[config.mk]
export PLATFORM = sky130hd
export DESIGN_NAME = sdffe_write_arbiter
export DESIGN_NICKNAME = d
export VERILOG_FILES = /design/src/rtl/sdffe_write_arbiter.sv
export SDC_FILE = /design/constraint.sdc
export NUM_CORES = 1
export LEC_CHECK = 0
export BUFFER_PORTS_ARGS = -buffer_cell sky130_fd_sc_hd__buf_2
export CORE_AREA = 2 2 48 50
export CTS_BUF_LIST = sky130_fd_sc_hd__clkbuf_2 sky130_fd_sc_hd__clkbuf_4 sky130_fd_sc_hd__clkbuf_8
export CTS_CLUSTER_DIAMETER = 100
export CTS_CLUSTER_SIZE = 25
export DETAILED_ROUTE_END_ITERATION = 10
export DIE_AREA = 0 0 50 52
export HOLD_SLACK_MARGIN = 0.03
export PLACE_DENSITY = 0.79
export SYNTH_ARGS = -nofsm -noshare
export SYNTH_HDL_FRONTEND = slang
export SYNTH_SLANG_ARGS = --single-unit
[constraint.sdc]
create_clock -name CLK -period 5.4 [get_ports CLK]
set_clock_uncertainty 0.2 [all_clocks]
set_input_delay 0.81 -clock CLK [delete_from_list [all_inputs] [get_ports CLK]]
set_output_delay 0.81 -clock CLK [all_outputs]
set_load 0.05 [all_outputs]
[src/rtl/sdffe_write_arbiter.sv]
// sdffe_write_arbiter
//
// Purpose:
//   Shares one WIDTH-bit write-enabled register with synchronous reset among
//   N requesters. Requests are arbitrated round-robin. A requester can hold
//   LOCK to keep ownership for back-to-back bursts. A separate clear port
//   loads CLR_VALUE. The module computes the register's enable, data and sync
//   clear, and it also holds the register itself.
//
// Ports:
//   CLK       in   1        rising-edge clock
//   SRST_N    in   1        synchronous active-low reset
//   REQ       in   N        per-requester write request, held until GNT
//   LOCK      in   N        with REQ, keep ownership after this write
//   WDATA     in   N*WIDTH  write data, requester i on [i*WIDTH +: WIDTH]
//   CLR_REQ   in   1        request a load of CLR_VALUE, held until CLR_ACK
//   GNT       out  N        combinational one-hot/zero grant
//   CLR_ACK   out  1        combinational clear acceptance
//   Q         out  WIDTH    shared register contents
//   LOCKED    out  1        registered, arbiter is in the OWN state
//   OWNER_ID  out  IDW      registered lock holder, 0 when not locked

module sdffe_write_arbiter #(
    parameter int                N          = 4,
    parameter int                WIDTH      = 2,
    parameter logic [WIDTH-1:0]  SRST_VALUE = WIDTH'(2),
    parameter logic [WIDTH-1:0]  CLR_VALUE  = WIDTH'(0),
    localparam int               IDW        = (N > 2) ? $clog2(N) : 1
) (
    input  logic                 CLK,
    input  logic                 SRST_N,
    input  logic [N-1:0]         REQ,
    input  logic [N-1:0]         LOCK,
    input  logic [N*WIDTH-1:0]   WDATA,
    input  logic                 CLR_REQ,
    output logic [N-1:0]         GNT,
    output logic                 CLR_ACK,
    output logic [WIDTH-1:0]     Q,
    output logic                 LOCKED,
    output logic [IDW-1:0]       OWNER_ID
);

    typedef enum logic {
        IDLE = 1'b0,
        OWN  = 1'b1
    } state_t;

    state_t             state_q, state_d;
    logic [IDW-1:0]     ptr_q, ptr_d;
    logic [IDW-1:0]     owner_q, owner_d;
    logic [WIDTH-1:0]   q_q, q_d;

    logic               found;
    logic [IDW-1:0]     win_idx;
    logic [IDW-1:0]     win_next;
    logic               win_lock;
    logic [WIDTH-1:0]   win_data;

    logic               own_req;
    logic               own_lock;
    logic [IDW-1:0]     own_next;
    logic [WIDTH-1:0]   own_data;

    logic [N-1:0]       gnt_c;
    logic               clr_ack_c;

    // Round-robin search, done in two passes. The first pass scans the
    // requesters from ptr up to N-1. The second pass scans 0 up to ptr-1.
    // Two passes give the circular order without a modulo on the index.
    // The successor index wraps from N-1 to 0, so ptr never leaves 0..N-1
    // even when N is not a power of two.
    always_comb begin
        found    = 1'b0;
        win_idx  = '0;
        win_next = '0;
        win_lock = 1'b0;
        win_data = '0;
        for (int i = 0; i < N; i++) begin
            if (!found && REQ[i] && (i >= int'(ptr_q))) begin
                found    = 1'b1;
                win_idx  = IDW'(i);
                win_next = (i == N - 1) ? '0 : IDW'(i + 1);
                win_lock = LOCK[i];
                win_data = WDATA[i*WIDTH +: WIDTH];
            end
        end
        for (int i = 0; i < N; i++) begin
            if (!found && REQ[i] && (i < int'(ptr_q))) begin
                found    = 1'b1;
                win_idx  = IDW'(i);
                win_next = (i == N - 1) ? '0 : IDW'(i + 1);
                win_lock = LOCK[i];
                win_data = WDATA[i*WIDTH +: WIDTH];
            end
        end
    end

    // Select the current lock holder's request, lock, data and successor
    // index. These signals are used only while the arbiter is in OWN.
    always_comb begin
        own_req  = 1'b0;
        own_lock = 1'b0;
        own_next = '0;
        own_data = '0;
        for (int i = 0; i < N; i++) begin
            if (owner_q == IDW'(i)) begin
                own_req  = REQ[i];
                own_lock = LOCK[i];
                own_next = (i == N - 1) ? '0 : IDW'(i + 1);
                own_data = WDATA[i*WIDTH +: WIDTH];
            end
        end
    end

    // Grant decisions and next-state computation.
    //
    // In IDLE, a pending clear wins over every write. Otherwise the
    // round-robin winner is granted, and it enters OWN if it also holds LOCK.
    //
    // In OWN, only the owner can be granted. A pending clear waits until the
    // lock is released. The owner leaves OWN at the first edge where it drops
    // LOCK, whether or not it writes in that cycle.
    //
    // Grants are suppressed during reset so that no transfer is reported
    // while the register is being forced to SRST_VALUE.
    always_comb begin
        gnt_c     = '0;
        clr_ack_c = 1'b0;
        state_d   = state_q;
        ptr_d     = ptr_q;
        owner_d   = owner_q;
        q_d       = q_q;

        case (state_q)
            IDLE: begin
                if (CLR_REQ) begin
                    clr_ack_c = 1'b1;
                    q_d       = CLR_VALUE;
                end else if (found) begin
                    for (int i = 0; i < N; i++) begin
                        if (win_idx == IDW'(i)) begin
                            gnt_c[i] = 1'b1;
                        end
                    end
                    q_d   = win_data;
                    ptr_d = win_next;
                    if (win_lock) begin
                        state_d = OWN;
                        owner_d = win_idx;
                    end
                end
            end
            OWN: begin
                if (own_req) begin
                    for (int i = 0; i < N; i++) begin
                        if (owner_q == IDW'(i)) begin
                            gnt_c[i] = 1'b1;
                        end
                    end
                    q_d   = own_data;
                    ptr_d = own_next;
                end
                if (!own_lock) begin
                    state_d = IDLE;
                    owner_d = '0;
                end
            end
            default: begin
                state_d = IDLE;
                owner_d = '0;
            end
        endcase

        if (!SRST_N) begin
            gnt_c     = '0;
            clr_ack_c = 1'b0;
        end
    end

    // All state lives in this one block. A synchronous reset returns the
    // arbiter to IDLE with the pointer at requester 0, so any requests still
    // pending after reset are arbitrated again from the start.
    always_ff @(posedge CLK) begin
        if (!SRST_N) begin
            state_q <= IDLE;
            ptr_q   <= '0;
            owner_q <= '0;
            q_q     <= SRST_VALUE;
        end else begin
            state_q <= state_d;
            ptr_q   <= ptr_d;
            owner_q <= owner_d;
            q_q     <= q_d;
        end
    end

    assign GNT      = gnt_c;
    assign CLR_ACK  = clr_ack_c;
    assign Q        = q_q;
    assign LOCKED   = (state_q == OWN);
    assign OWNER_ID = owner_q;

endmodule

==> impl_metrics.env <==
export IMPL_status="complete, no violations"
export IMPL_grt_antenna_before_repair=0
export IMPL_hold_buffers=0
export IMPL_fin_setup_tns_ns=0
export IMPL_die_width_um=50
export IMPL_powerDensity_nw_per_um2=207
export IMPL_synth_area_leaders="dfxtp_1, nand2_1, ha_1"
export IMPL_hold_class="reg -> reg"
export IMPL_dp_hpwl_mm=2.47
export IMPL_ys_seq_area_share_pct=13.1
export IMPL_synth_distinct_cells=52
export IMPL_synth_nets=173
export IMPL_endpoint_kind="primary output"
export IMPL_gp_congestion=1.04
export IMPL_synth_area_per_cell_um2=7.15
export IMPL_period_needed_ns=3.53
export IMPL_grt_pass1_wl_mm=5.09
export IMPL_grt_overflow_total=0
export IMPL_rows=17
export IMPL_leakage_nw=0.524
export IMPL_num_nets_final=198
export IMPL_vias=1212
export IMPL_dr_pass1_iters=4
export IMPL_fmax_mhz=284
export IMPL_wl_per_cell_um=15.5
export IMPL_drv_cap=0
export IMPL_async_reset_ff_share_pct=0
export IMPL_synth_seq_cells=7
export IMPL_peakVddDrop_uv=137
export IMPL_numCtsBuffers=3
export IMPL_grt_pass1_vias=1102
export IMPL_cts_tree="done"
export IMPL_worstMarginPinSlew_ns=0.828
export IMPL_drive_gt1_share_pct=25.4
export IMPL_io_pins=29
export IMPL_totalWireLength_mm=3.11
export IMPL_dieArea_um2=2600
export IMPL_fp_coreArea_um2=2110
export IMPL_fin_area_um2=1210
export IMPL_fillers=201
export IMPL_cts_resized=0
export IMPL_area_growth_pct=13.8
export IMPL_yosysWarningCount=0
export IMPL_clock_sinks=7
export IMPL_cp_required_ns=4.39
export IMPL_final_cells=201
export IMPL_critical_path_class="reg -> out"
export IMPL_crit_path_start_kind="flop"
export IMPL_grt_max_degree=17
export IMPL_synth_commonest_cells="nand2_1, nor2_1, a21oi_1"
export IMPL_drc=0
export IMPL_drt_iter0_markers=65
export IMPL_synth_top_area_share_pct=13.1
export IMPL_place_area_um2=1180
export IMPL_dp_cells=197
export IMPL_synth_cells=149
export IMPL_slew_limit_headroom_pct=43.4
export IMPL_htreeDepth=1
export IMPL_synth_largest_area_cell="dfxtp_1"
export IMPL_fin_crit_sh_pct=65.3
export IMPL_postRouteAntennaNets=0
export IMPL_synth_edf_count=0
export IMPL_holdWs_ns=0.367
export IMPL_cp_max_fo=8
export IMPL_viasPerCell=6.03
export IMPL_post_cts_buffers=0
export IMPL_syn_area_um2=1070
export IMPL_clkTransAtPathRegs_ns=0.05
export IMPL_hold_viol_final=0
export IMPL_clock_path_buffers=2
export IMPL_die_h_um=52
export IMPL_maxSlewViolCount=0
export IMPL_setup_viol=0
export IMPL_cts_root_buf="clkbuf_4"
export IMPL_rsz0062_at_grt="false"
export IMPL_crit_arrival_ns=2.52
export IMPL_diodes=0
export IMPL_clk_latency_ns=0.26
export IMPL_synth_most_common_cell="nand2_1"
export IMPL_start_util_pct=50.6
export IMPL_groute_usage_overall_pct=25.6
export IMPL_numPortBuffers=28
export IMPL_synthFlopType="dfxtp_1"
[metrics by stage]
step	power (mW)	setup slack, ns	util [%]
finish	0.252	1.87	57.6
global route	0.269	1.74	57.6
CTS	0.251	1.89	57.6
detailed placement	0.195	2.02	56.2
global placement	0.194	2.02	56.2
floorplan	0.166	1.67	-
[placed cells by master, fill, tap and decap left out, types with 2 or more instances in the layout]
master    count
a21boi_1      2
a21oi_1       9
a21oi_2       2
a22oi_1       2
a31oi_1       4
and2_1        3
and3_1        4
and3b_1       2
buf_2        28
clkbuf_4      4
dfxtp_1       7
ha_1          5
inv_1         7
mux2i_1       3
nand2_1      18
nand2b_1      3
nand3_1       5
nand3b_1      2
nand4_1       3
nor2_1       12
nor2b_1       5
o21a_1        2
o21ai_0       6
o21ai_1       4
o21bai_1      2
o221ai_1      2
o32ai_1       2
or2_4         2
[routing by layer]
layer  GRT usage, %  vias up  wire (µm)
met1           32.1      552       1370
met2           45.2       54       1480
met4           9.72        0         43
li1               -      601          -
met5              0        -          0
met3           2.30        5        209
[final cells by class]
cell class / count / area [µm²] / area share (%)
timing repair buffer: 28 / 140 / 11.5
inverter: 7 / 26.3 / 2.16
clock buffer: 4 / 30.0 / 2.47
tap: 28 / 35.0 / 2.89
multi-input combinational: 127 / 842 / 69.4
sequential: 7 / 140 / 11.5
[where the power goes]
group | internal (mW) | switching [mW]
Combinational | 0.0480 | 0.0806
Sequential | 0.0573 | 0.0105
Clock | 0.0334 | 0.0218
[state kept, by name, summed over array words and instances (netlist names)]
| signal | count |
|---|---|
| OWNER_ID | 2 |
| ptr_q | 2 |
| LOCKED | 1 |
| Q | 2 |
[final timing paths]
kind	endpoint	cells after the start	slack (ns)	from
hold / removal	OWNER_ID[1]$_SDFFE_PN0P_	2	0.37	OWNER_ID[1]$_SDFFE_PN0P_
setup reg to reg	OWNER_ID[0]$_SDFFE_PN0P_	8	2.87	OWNER_ID[1]$_SDFFE_PN0P_
setup / recovery	GNT[1]	9	1.87	OWNER_ID[1]$_SDFFE_PN0P_
hold reg to reg	OWNER_ID[1]$_SDFFE_PN0P_	2	0.37	OWNER_ID[1]$_SDFFE_PN0P_
[cell families after synthesis]
group / count (synthesis) / synth area share, %
and+or+nand+nor: 70 / 36.5
AOI/OAI and AO/OA: 48 / 32.7
buffers and inverters: 15 / 7.86
DFF: 7 / 13.1
adders and majority gates: 5 / 5.87
muxes: 4 / 3.87
[worst max-delay path, stage by stage, from the launching register on]
cell,delay (ns)
dfxtp_1,0.41
inv_1,0.11
ha_1,0.30
nand3b_1,0.22
a311o_1,0.41
a21oi_2,0.26
nand2_1,0.09
o21ai_1,0.08
and2_1,0.13
buf_2,0.25
(Power assumes the default switching activity.)
